==> src/rtl/r_instr_control.sv <==
// rtl/r_instr_control.sv - five-cycle fetch/load/decode/execute/writeback instruction controller
//
// Ports
//   clka        in   system clock; all state changes on its rising edge
//   rsta        in   synchronous active-high reset
//   inst_in     in   [31:0] ROM word at the current PC, valid one cycle after the PC moves
//   pc_inc      out  one-cycle pulse in WB that advances the PC by one word
//   ir          out  [31:0] latched instruction register
//   rs_addr     out  [4:0] ir[25:21]
//   rt_addr     out  [4:0] ir[20:16]
//   rd_addr     out  [4:0] ir[15:11]
//   alu_op      out  [2:0] ALU operation, captured at the end of DECODE
//   reg_we      out  register-file write pulse in WB (not for NOP or rd=0)
//   illegal     out  sticky flag for an unsupported instruction
//   halted      out  high while the controller sits in HALT
//   instr_count out  [15:0] retired instructions, saturating at 16'hFFFF

module r_instr_control (
    input  logic        clka,
    input  logic        rsta,
    input  logic [31:0] inst_in,
    output logic        pc_inc,
    output logic [31:0] ir,
    output logic [4:0]  rs_addr,
    output logic [4:0]  rt_addr,
    output logic [4:0]  rd_addr,
    output logic [2:0]  alu_op,
    output logic        reg_we,
    output logic        illegal,
    output logic        halted,
    output logic [15:0] instr_count
);

    typedef enum logic [2:0] {
        S_FETCH  = 3'd0,
        S_LOAD   = 3'd1,
        S_DECODE = 3'd2,
        S_EXEC   = 3'd3,
        S_WB     = 3'd4,
        S_HALT   = 3'd5
    } state_t;

    state_t     state;
    state_t     state_nxt;
    logic       dec_legal;
    logic [2:0] dec_alu;
    logic       is_nop;

    assign rs_addr = ir[25:21];
    assign rt_addr = ir[20:16];
    assign rd_addr = ir[15:11];
    assign is_nop  = (ir == 32'h0);

    // Instruction decode. The all-zero word is a legal NOP that keeps the ADD
    // encoding on alu_op; every other word needs opcode 0 and a known funct.
    always_comb begin
        dec_legal = 1'b0;
        dec_alu   = 3'b010;
        if (is_nop) begin
            dec_legal = 1'b1;
        end else if (ir[31:26] == 6'h00) begin
            case (ir[5:0])
                6'h24:   begin dec_legal = 1'b1; dec_alu = 3'b000; end
                6'h25:   begin dec_legal = 1'b1; dec_alu = 3'b001; end
                6'h20:   begin dec_legal = 1'b1; dec_alu = 3'b010; end
                6'h26:   begin dec_legal = 1'b1; dec_alu = 3'b011; end
                6'h27:   begin dec_legal = 1'b1; dec_alu = 3'b100; end
                6'h22:   begin dec_legal = 1'b1; dec_alu = 3'b110; end
                6'h2A:   begin dec_legal = 1'b1; dec_alu = 3'b111; end
                default: begin dec_legal = 1'b0; dec_alu = 3'b010; end
            endcase
        end
    end

    always_ff @(posedge clka) begin
        if (rsta) begin
            state <= S_FETCH;
        end else begin
            state <= state_nxt;
        end
    end

    always_comb begin
        state_nxt = S_FETCH;
        case (state)
            S_FETCH:  state_nxt = S_LOAD;
            S_LOAD:   state_nxt = S_DECODE;
            S_DECODE: state_nxt = dec_legal ? S_EXEC : S_HALT;
            S_EXEC:   state_nxt = S_WB;
            S_WB:     state_nxt = S_FETCH;
            S_HALT:   state_nxt = S_HALT;
            default:  state_nxt = S_FETCH;
        endcase
    end

    // Strobes are gated by rsta so a reset landing in WB kills that cycle's
    // pulses rather than letting them escape for one last cycle.
    always_comb begin
        pc_inc = (state == S_WB) && !rsta;
        reg_we = (state == S_WB) && !rsta && !is_nop && (rd_addr != 5'd0);
        halted = (state == S_HALT);
    end

    always_ff @(posedge clka) begin
        if (rsta) begin
            ir          <= 32'h0;
            alu_op      <= 3'b000;
            illegal     <= 1'b0;
            instr_count <= 16'h0;
        end else begin
            case (state)
                S_LOAD: ir <= inst_in;
                S_DECODE: begin
                    if (dec_legal) begin
                        alu_op <= dec_alu;
                    end else begin
                        illegal <= 1'b1;
                    end
                end
                S_WB: begin
                    if (instr_count != 16'hFFFF) begin
                        instr_count <= instr_count + 16'd1;
                    end
                end
                default: ;
            endcase
        end
    end

endmodule
==> config.mk <==
export PLATFORM = sky130hd
export DESIGN_NAME = r_instr_control
export DESIGN_NICKNAME = d
export VERILOG_FILES = /design/src/rtl/r_instr_control.sv
export SDC_FILE = /design/constraint.sdc
export NUM_CORES = 1
export LEC_CHECK = 0
export ABC_CLOCK_PERIOD_IN_PS = 2000
export BUFFER_PORTS_ARGS = -buffer_cell sky130_fd_sc_hd__buf_2
export CORE_MARGIN = 5
export CORE_UTILIZATION = 48
export CTS_CLUSTER_DIAMETER = 120
export DETAILED_ROUTE_END_ITERATION = 10
export PLACE_DENSITY = 0.91
export SLEW_MARGIN = 40
export SYNTH_ARGS = -nofsm -noshare
export SYNTH_HDL_FRONTEND = slang
export SYNTH_SLANG_ARGS = --single-unit
==> constraint.sdc <==
create_clock -name clka -period 2 [get_ports clka]
set_input_delay 0.5 -clock clka [delete_from_list [all_inputs] [get_ports clka]]
set_output_delay 0.5 -clock clka [all_outputs]
set_load 0.01 [all_outputs]
# Yosys cells after proc, flatten, opt, wreduce, memory -nomap -nowiden
# Index checks and enable logic that the tools add are counted.
[totals]
reg_bits = 55
input_bits = 34
output_inout_bits = 70
wordCells = 41
[op_classes]
add_sub_neg = 1
eq_ne = 13
mux = 8
bitwise_logic = 1
reduce_logical = 13
[ops]
columns = ["operator", "n"]
rows = [
  ["equality test 6 bit (second input constant)", 7],
  ["logical NOT 32 bit", 1],
  ["case mux 3 bit (6 select lines)", 1],
  ["adder 16 x 1 -> 16 bit (second input constant)", 1],
  ["!= test 16 bit (second input constant)", 1],
  ["case mux 3 bit (5 select lines)", 1],
  ["two-way mux 3 bit", 3],
  ["OR reduction 7 bit", 1],
  ["equality test 3 x 2 -> 1 bit (second input constant)", 2],
  ["equality test 3 bit (second input constant)", 2],
  ["logical NOT 6 bit", 1],
  ["AND reduction 2 bit", 3],
  ["nonzero test 5 bit", 1],
  ["equality test 3 x 1 -> 1 bit (second input constant)", 1],
  ["logical AND 1 bit", 3],
  ["logical NOT 3 bit", 1],
  ["two-way mux 1 bit", 3],
  ["logical NOT 1 bit", 2],
  ["inverter 1 bit", 1],
]

# Depth between registers and ports, before layout
[depth]
ltp_word = 7
depth_mapped = 6
ltp_nobuf = 6

# Worst setup path after synthesis
# No wires, ideal clock.
[synth_path]
path_kind = "register to output"
from = "reg state[2]"
to = "out reg_we"
arrival_ns = 1.184
t_required_ns = 1.500
setup_slack_ns = 0.316
stages_incl_launch_ff = 4
n_path_buf = 1
path_cell_list = "dfxtp_1 > or3b_1 > buf_2 > a211oi_1"
[synth_via]
elab_chain_cells = 4
[synth_lines]
columns = ["element", "line_no", "rtl"]
rows = [
  ["start: declaration", "43", "state_t state;"],
  ["start signal: assignment", "79", "state <= state_nxt;"],
  ["equality test 3 bit", "100", "reg_we = (state == S_WB) && !rsta && !is_nop && (rd_addr != 5'd0);"],
  ["logical AND 1 bit (3 in a row)", "100", ""],
  ["end: declaration", "28", "output logic reg_we,"],
]
# Every way passes these cells.

# Worst setup path after layout
[layout_path]
from = "reg state[0]"
to = "out reg_we"
# The elaborated chain is that of the path after synthesis.

==> run_results.csv <==
group,metric,value,unit
floorplan,initial_core_util,0.492,
yosys,post_synthesis_cell_area,2510,sq um
power,powerDensity,721,nW/um^2
sta,setup_viol,0,
routing,num_vias,2501,
floorplan,ioPinCount,104,
floorplan,row_count,26,
yosys,synth.distinct_cells,41,
critical_path,worst-r2r-cell-count,5,
critical_path,setup.worst_path.start_class,"flip-flop",
placed_design,detailed_place_hpwl,5090,microns
sta,setup_slack,33.9,ps
critical_path,crit_path_max_fanout,6,
yosys,synth_top_cells_by_area,"dfxtp_1, nand2_1, a21oi_1",
placed_design,place.port_buffers,103,
sta,max_clock_freq,0.509,GHz
sta,slew_violations,0,
sta,timing.clock.skew,10.8,ps
yosys,synth-edff-count,0,
grt,aggregate_global_route_resource_usage,0.209,
yosys,syn_nets,346,
routing,detailedRoute.firstPassIterationCount,4,
clocking,cts.path.max_buffers,2,
min_path,holdCritPathClass,"in2reg",
clocking,cts.sinks,55,
power,power,0.00227,W
yosys,yosysSeqAreaShare,0.438,
yosys,post-synth-top-area-cell,"dfxtp_1",
clocking,ctsRootBufferMaster,"clkbuf_8",
clocking,worst_skew_pair.late_latency,310,ps
yosys,yosys_register_bits,55,
routing,remaining_drc_errors,0,
min_path,min_path_cells,3,
critical_path,timing.critical_path.slowest_cell_delay,410,ps
critical_path,critical_path_class,"reg2out",
yosys,count_leader_synth,"nand2_1",
grt,grt_pass1_vias,2319,
yosys,synth.top_cells.by_count,"nand2_1, dfxtp_1, a21oi_1",
grt,largest_net_degree_at_the_start_of_global_routing,33,
floorplan,core,5110,sq um
yosys,synth_top_cell_area_share,0.438,
sta,tightestPinTransition,593,ps
yosys,async_flop_share,0,
placed_design,dpl_worst_slack,65.9,ps
grt,grt-ovfl-total,0,
cells_and_area,areaGrowthSynthToFinish,25.2,%
clocking,cts_inserted_buffers,5,
routing,routed_via_density,5.30,
grt,antenna_violations_before_repair,0,
power,vdd_drop_max,0.000404,V
yosys,ys_warn_count,0,
sta,finalHoldViolCount,0,
cells_and_area,fin_nets,436,
critical_path,crit_path_top_delay_cell,"or3b_4",
flow_run,maxCapViolCount,0,
placed_design,gpl.final_weighted_congestion,0.890,
yosys,synthCells,311,
critical_path,data_arrival_critical_path,1470,ps
run_status,run_status,"completed",
cells_and_area,layout-drive-gt1-share,0.341,
sta,post-route-period-util,0.983,
sta,timing.max_slew.rel_slack,0.605,
routing,dr.first_iter.drc_count,169,
routing,routed_wirelength,6920,microns
floorplan,fp.dieW,82.4,microns
sta,min_period,1970,ps
clocking,ctsHtreeMaxLevel,2,
critical_path,worst_setup_path_end_kind,"output pin",
clocking,clock_transition_time_at_the_flip_flop_clock_pins_of_the_worst_setup_and_hold_paths,100,ps
power,leakagePower,1.36,nW
floorplan,floorplan.die.height,82.4,microns
grt,grt_pass1_wl,11100,microns
yosys,avgSynthCellArea,8.08,sq um
floorplan,floorplan.die_area,6780,sq um
clocking,tritoncts,"yes",
routing,wl_per_cell,14.7,microns
critical_path,worst_path_cell_trace,"or3b_4, a211oi_2, buf_2",
cells_and_area,antenna-diode-count,0,
routing,ant_nets,0,
critical_path,critPathRequiredTime,1500,ps
yosys,synth_ff_type,"dfxtp_1",
## worst max-delay path, delay by kind of cell, from the launching register on
kind	cells	cell delay, ps
and+or+nand+nor	1	410
DFF	1	370
buffers and inverters	1	180
AOI/OAI and AO/OA	1	220
## path summary, 6_finish.rpt
| check | start | slack (ps) | endpoint |
|---|---|---|---|
| hold / removal | inst_in[9] | 420 | ir[9] |
| setup reg to reg | ir[21] | 100 | alu_op[1] |
| hold reg to reg | illegal | 450 | illegal |
| setup / recovery | state[0] | 30 | reg_we |
## sequential cells by signal, indices dropped and copies added (netlist names)
signal       cells
ir              32
instr_count     16
alu_op           3
state            3
illegal          1
## final cells by class
type                    count  area, sq um
inverters                   5         18.8
flip-flops and latches     55         1110
clock inverters             2         12.5
multi-input cells         220         1240
repair buffers            114          602
fillers                   455         1960
clock buffers               6         72.6
well taps                  70         87.6
## logic make-up after synthesis
group | count (synthesis) | share of synthesized area
AOI/OAI and AO/OA | 59 | 0.144
DFF | 55 | 0.438
muxes | 1 | 0.00398
and+or+nand+nor | 145 | 0.283
xor gates and xnor gates | 14 | 0.0488
adders and majority gates | 1 | 0.00498
buffers and inverters | 36 | 0.0767
## where the power goes
part / leakage, nW / switching [W] / internal (W)
Clock: 0.0412 / 0.000355 / 0.000246
Combinational: 0.873 / 0.000263 / 0.000181
Sequential: 0.449 / 0.0000672 / 0.00116
## metal layers
| metal | wire (microns) | track usage |
|---|---|---|
| met5 | 0 | 0 |
| met4 | 118 | 0.0731 |
| met3 | 496 | 0.0542 |
| met2 | 3480 | 0.340 |
| met1 | 2830 | 0.267 |
## cells in the final DEF, fill, tap and decap left out, types with 2 or more instances in the layout
master / instances
or2_2: 3
nand3b_1: 2
nand3_1: 4
dfxtp_4: 2
buf_4: 10
buf_2: 103
or3_1: 2
xnor2_1: 13
dfxtp_1: 52
nand2b_1: 3
o41ai_1: 3
a211oi_1: 6
a21oi_1: 40
nand4_1: 4
o21ai_0: 4
nor2_1: 20
nor4bb_1: 2
inv_1: 5
nor4_1: 8
nor3_1: 8
nand2_1: 72
and3_1: 2
nor2b_1: 2
clkbuf_8: 5
o311a_1: 2
## metrics by stage
step | instance area, sq um | setup TNS (ps) | hold WS, ps | cells | utilization
floorplan | 2510 | 0 | 470 | 311 | -
global placement | 3000 | 0 | 437 | 460 | 0.587
detailed placement | 3000 | 0 | 439 | 460 | 0.587
CTS | 3090 | 0 | 414 | 468 | 0.606
global route | 3150 | -84.6 | 411 | 472 | 0.616
finish | 3150 | 0 | 416 | 472 | 0.616
## repair_timing
action,CTS,global route
hold endpoints to repair,0,0
hold buffers,0,0
buffers inserted,0,4
resized for setup,4,6
endpoints found under the setup margin,2,7
Note: power is estimated with default switching activity, not from simulation.
